[src/rtl/repair_arbiter.sv]
// Fixed-priority branch-repair arbiter with a one-entry registered output slot.
// Optional per-source drop counters are built when REPAIR_STAT_EN is defined.
module repair_arbiter #(
  parameter int unsigned NUM_SRC = 2,
  parameter int unsigned ADDR_W  = 32,
  parameter int unsigned CKPT_W  = 8,
  parameter int unsigned ACT_W   = 4,
  parameter int unsigned SRC_W   = (NUM_SRC > 1) ? $clog2(NUM_SRC) : 1
) (
  input  logic                      clk,
  input  logic                      rst_n,
  input  logic [NUM_SRC-1:0]        SRC_valid_w_i,
  input  logic [NUM_SRC*ACT_W-1:0]  SRC_repairAction_w_i,
  input  logic [NUM_SRC*CKPT_W-1:0] SRC_checkPoint_w_i,
  input  logic [NUM_SRC*ADDR_W-1:0] SRC_erroVAddr_w_i,
  input  logic [NUM_SRC-1:0]        SRC_corrTake_w_i,
  input  logic [NUM_SRC*ADDR_W-1:0] SRC_corrDest_w_i,
  input  logic                      FU_kill_w_i,
  input  logic                      FU_ready_w_i,
  output logic                      FU_valid_w_o,
  output logic [SRC_W-1:0]          FU_src_w_o,
  output logic [ACT_W-1:0]          FU_repairAction_w_o,
  output logic [CKPT_W-1:0]         FU_allCheckPoint_w_o,
  output logic [ADDR_W-1:0]         FU_erroVAddr_w_o,
  output logic                      FU_correctTake_w_o,
  output logic [ADDR_W-1:0]         FU_correctDest_w_o
`ifdef REPAIR_STAT_EN
  ,
  output logic [NUM_SRC*16-1:0]     FU_dropCnt_w_o
`endif
);

  typedef enum logic {ST_EMPTY = 1'b0, ST_FULL = 1'b1} state_e;

  state_e              state_q, state_d;
  logic [SRC_W-1:0]    src_q, src_d;
  logic [ACT_W-1:0]    act_q, act_d;
  logic [CKPT_W-1:0]   ckpt_q, ckpt_d;
  logic [ADDR_W-1:0]   vaddr_q, vaddr_d;
  logic                take_q, take_d;
  logic [ADDR_W-1:0]   dest_q, dest_d;

  logic                win_found_c;
  logic [SRC_W-1:0]    win_idx_c;
  logic [ACT_W-1:0]    win_act_c;
  logic [CKPT_W-1:0]   win_ckpt_c;
  logic [ADDR_W-1:0]   win_vaddr_c;
  logic                win_take_c;
  logic [ADDR_W-1:0]   win_dest_c;
  logic                full_c, xfer_c, occ_c, load_c;

  // Priority encode: scanning downward lets the lowest valid index win.
  always_comb begin
    win_found_c = 1'b0;
    win_idx_c   = '0;
    win_act_c   = '0;
    win_ckpt_c  = '0;
    win_vaddr_c = '0;
    win_take_c  = 1'b0;
    win_dest_c  = '0;
    for (int i = NUM_SRC - 1; i >= 0; i--) begin
      if (SRC_valid_w_i[i]) begin
        win_found_c = 1'b1;
        win_idx_c   = SRC_W'(i);
        win_act_c   = SRC_repairAction_w_i[i*ACT_W +: ACT_W];
        win_ckpt_c  = SRC_checkPoint_w_i[i*CKPT_W +: CKPT_W];
        win_vaddr_c = SRC_erroVAddr_w_i[i*ADDR_W +: ADDR_W];
        win_take_c  = SRC_corrTake_w_i[i];
        win_dest_c  = SRC_corrDest_w_i[i*ADDR_W +: ADDR_W];
      end
    end
  end

  assign full_c = (state_q == ST_FULL);
  assign xfer_c = full_c & FU_ready_w_i;
  assign occ_c  = full_c & ~xfer_c;
  // Equal index replaces: the newer request comes from the redirected path.
  assign load_c = win_found_c & ~FU_kill_w_i & (~occ_c | (win_idx_c <= src_q));

  always_comb begin
    state_d = state_q;
    src_d   = src_q;
    act_d   = act_q;
    ckpt_d  = ckpt_q;
    vaddr_d = vaddr_q;
    take_d  = take_q;
    dest_d  = dest_q;
    if (FU_kill_w_i) begin
      state_d = ST_EMPTY;
    end else if (load_c) begin
      state_d = ST_FULL;
      src_d   = win_idx_c;
      act_d   = win_act_c;
      ckpt_d  = win_ckpt_c;
      vaddr_d = win_vaddr_c;
      take_d  = win_take_c;
      dest_d  = win_dest_c;
    end else if (xfer_c) begin
      state_d = ST_EMPTY;
    end
  end

  always_ff @(posedge clk or negedge rst_n) begin
    if (!rst_n) begin
      state_q <= ST_EMPTY;
      src_q   <= '0;
      act_q   <= '0;
      ckpt_q  <= '0;
      vaddr_q <= '0;
      take_q  <= 1'b0;
      dest_q  <= '0;
    end else begin
      state_q <= state_d;
      src_q   <= src_d;
      act_q   <= act_d;
      ckpt_q  <= ckpt_d;
      vaddr_q <= vaddr_d;
      take_q  <= take_d;
      dest_q  <= dest_d;
    end
  end

  assign FU_valid_w_o         = full_c;
  assign FU_src_w_o           = src_q;
  assign FU_repairAction_w_o  = act_q;
  assign FU_allCheckPoint_w_o = ckpt_q;
  assign FU_erroVAddr_w_o     = vaddr_q;
  assign FU_correctTake_w_o   = take_q;
  assign FU_correctDest_w_o   = dest_q;

`ifdef REPAIR_STAT_EN
  logic [15:0] drop_cnt_q [NUM_SRC];
  logic [15:0] drop_cnt_d [NUM_SRC];

  // A valid request is dropped unless it is the winner that loads; kill cycles are not counted.
  always_comb begin
    for (int i = 0; i < NUM_SRC; i++) begin
      drop_cnt_d[i] = drop_cnt_q[i];
      if (SRC_valid_w_i[i] && !FU_kill_w_i &&
          !(load_c && (win_idx_c == SRC_W'(i))) &&
          (drop_cnt_q[i] != 16'hFFFF)) begin
        drop_cnt_d[i] = drop_cnt_q[i] + 16'd1;
      end
    end
  end

  always_ff @(posedge clk or negedge rst_n) begin
    if (!rst_n) begin
      for (int i = 0; i < NUM_SRC; i++) drop_cnt_q[i] <= '0;
    end else begin
      for (int i = 0; i < NUM_SRC; i++) drop_cnt_q[i] <= drop_cnt_d[i];
    end
  end

  for (genvar g = 0; g < NUM_SRC; g++) begin : g_drop_out
    assign FU_dropCnt_w_o[g*16 +: 16] = drop_cnt_q[g];
  end
`endif

endmodule

[config.mk]
export PLATFORM = sky130hd
export DESIGN_NAME = repair_arbiter
export DESIGN_NICKNAME = d
export VERILOG_FILES = /design/src/rtl/repair_arbiter.sv
export SDC_FILE = /design/constraint.sdc
export NUM_CORES = 1
export LEC_CHECK = 0
export CORE_ASPECT_RATIO = 1.25
export CORE_MARGIN = 1
export CORE_UTILIZATION = 40
export DETAILED_ROUTE_END_ITERATION = 12
export GPL_ROUTABILITY_DRIVEN = 0
export PLACE_DENSITY = 0.95
export SYNTH_ARGS = -nofsm -noshare
export SYNTH_HDL_FRONTEND = slang
export SYNTH_SLANG_ARGS = --single-unit
[constraint.sdc]
create_clock -name clk -period 2.8 [get_ports clk]
set_input_delay 0.28 -clock clk [delete_from_list [all_inputs] [get_ports clk]]
set_output_delay 0.28 -clock clk [all_outputs]
set_load 0.005 [all_outputs]
==> metrics.cfg <==
[setup_path]
critical_path.max_fanout=78
critPathCaptureType=flop
startpoint_type=flop
cp.required_ns=3.01
r2r-start=FU_valid_w_o$_DFFE_PN0P_
criticalPathCategory=reg -> reg
cp.arrival_ns=1.94
rr_endpoint=FU_erroVAddr_w_o[10]$_DFFE_PN0P_
r2r_cells=4
r2r_slack_ns=1.06

[logic_synthesis]
synth-xor-area-share_pct=0
synthAdderAreaFrac_pct=0
ys_seq_area_share_pct=52.04
synth_cell_type_count=17
ys_seq_elements=79
netlist_instances=268
synth_nets=428
synth_area_um2=3799
synthMuxAreaShare_pct=25.00
yosysWarnings=0
synth_compound_area_share_pct=17.79
synth-simple-area-share_pct=1.515
synth.avg_cell_area_um2=14.17
synth_top_family_by_area=multiplexers

[route]
vias_per_cell=5.195
detail_route.wl_per_cell_um=18.14
via_count=3231
drc=0
drtAntennaViolNets=0
drtIter0Drc=93
first_pass_iters=4
finalWirelength_mm=11.28

[sta]
period_share_pct=62.09
rsz0062_at_grt=no
layout_min_cycle_time_ns=1.739
clock.fmax_ghz=0.5752
setup_viol=0
max_slew_margin_pct=36.32
tightest_slew_ns=0.9551
maxSlewViolCount=0
hold_violations=0
fin_tns_setup_ns=0
fin_skew_ns=0.005350

[layout]
drive_gt1_share_pct=20.24
finalCoreUtilization_pct=71.69
nNetsFinal=655
antennaDiodeCount=0
syn_to_final_growth_pct=73.12
final_common_cell=clkdlybuf4s50_1
most-common-layout-cells=236 x clkdlybuf4s50_1, 79 x dfrtp_1, 76 x a22o_1
instances_no_fill=622

[worst_hold_path]
hold_class=in -> async

[clock_network]
clock_latency_ns=0.33
post_cts_resized=0
post-cts-setup-buffer-count=0
clkTransAtPathRegs_ns=0.06
cts_tree=built
cts_sinks=79
htreeDepth=3
hold_buffers=0
cts_made_buffers=9
root_buffer=clkbuf_16
clockBufferDepth=2

[power]
p_per_area_nw_per_um2=572.9
p_leak_nw=2.803
peakVddDrop_mv=0.2946

[grt]
grt-ovfl-total=0
grt_pass1_wl_mm=17.49
grt_usage_pct=23.54
grt_max_degree=80
antenna_found_initial=0
first_global_vias=3561

[die]
initial_utilization_pct=41.41
fp-row-count=39
io_pins=239
die_width_um=89.16
die_h_um=111.0
dieArea_um2=9893
design.core.area_um2=9174

[run_status]
outcome=finished, final reports clean

[job]
maxCapViolCount=0

[placement]
port_buffers=238
place_inst=607
hpwl_mm=8.344

==> layout make-up <==
cell class | instances | area (um2)
repair buffers | 242 | 2417
fillers | 635 | 2597
flip-flops and latches | 79 | 1977
well taps | 123 | 153.9
clock buffers | 12 | 266.5
clock inverters | 3 | 65.06
multi-input cells | 163 | 1697
==> power breakdown <==
group	internal, mW	switching, mW
Clock	0.847	0.422
Combinational	0.751	0.315
Sequential	1.33	0.105
==> Yosys cell counts <==
library cell / count / area share [%]
nor3_2: 1 / 0.26
a22o_1: 76 / 18
mux2_2: 58 / 17
buf_4: 2 / 0.40
a21oi_1: 1 / 0.13
mux2_4: 19 / 7.5
nand2b_1: 1 / 0.16
buf_6: 3 / 0.89
dfrtp_1: 79 / 52
nand2_1: 2 / 0.20
nor4b_4: 1 / 0.63
buf_2: 9 / 1.2
clkbuf_1: 12 / 1.2
nor2_1: 1 / 0.099
o21ai_0: 1 / 0.13
mux2_1: 1 / 0.30
nor2b_1: 1 / 0.16
==> state kept, by name (all words and copies together), names as in the netlist <==
name and flops:
FU_correctTake_w_o 1, FU_allCheckPoint_w_o 8, FU_valid_w_o 1, FU_erroVAddr_w_o 32, FU_src_w_o 1, FU_repairAction_w_o 4
FU_correctDest_w_o 32
==> layer usage <==
layer | GRT usage, % | vias up | share of wire, %
li1 | - | 1482 | -
met5 | 0 | - | 0
met1 | 24.98 | 1569 | 37
met2 | 42.24 | 149 | 53
met3 | 5.063 | 31 | 6.9
met4 | 12.17 | 0 | 3.5
==> metrics by stage <==
step	worst slack (ns)	hold slack [ns]	area, um2	total power, mW
6_report	1.061	0.1166	6576	3.768
3_5_place_dp	0.7360	0.4879	6245	2.524
3_3_place_gp	0.7942	0.4704	6245	2.480
2_1_floorplan	1.227	-0.01559	3799	1.811
4_1_cts	1.077	0.1501	6576	3.816
5_1_grt	0.9887	0.2108	6576	3.938
==> logic make-up after synthesis <==
group,count (synthesis)
DFF,79
muxes,78
buffers and inverters,26
and+or+nand+nor,7
AOI/OAI and AO/OA,78
==> worst max path at each step <==
stage                        startpoint                           endpoint  slack, ns
6_report       FU_valid_w_o$_DFFE_PN0P_   FU_erroVAddr_w_o[10]$_DFFE_PN0P_       1.06
5_1_grt                SRC_valid_w_i[0]   FU_erroVAddr_w_o[25]$_DFFE_PN0P_       0.99
4_1_cts        FU_valid_w_o$_DFFE_PN0P_   FU_erroVAddr_w_o[10]$_DFFE_PN0P_       1.08
3_5_place_dp           SRC_valid_w_i[0]  FU_correctDest_w_o[3]$_DFFE_PN0P_       0.74
3_3_place_gp               FU_ready_w_i   FU_erroVAddr_w_o[13]$_DFFE_PN0P_       0.79
2_1_floorplan  FU_valid_w_o$_DFFE_PN0P_    FU_erroVAddr_w_o[7]$_DFFE_PN0P_       1.23
==> worst max-delay path, stage by stage (launching register included) <==
cell,delay [ns]
dfrtp_1,0.40
nor4b_4,0.15
nor3_4,0.22
buf_12,0.38
mux2_2,0.40
(Power assumes the default switching activity.)
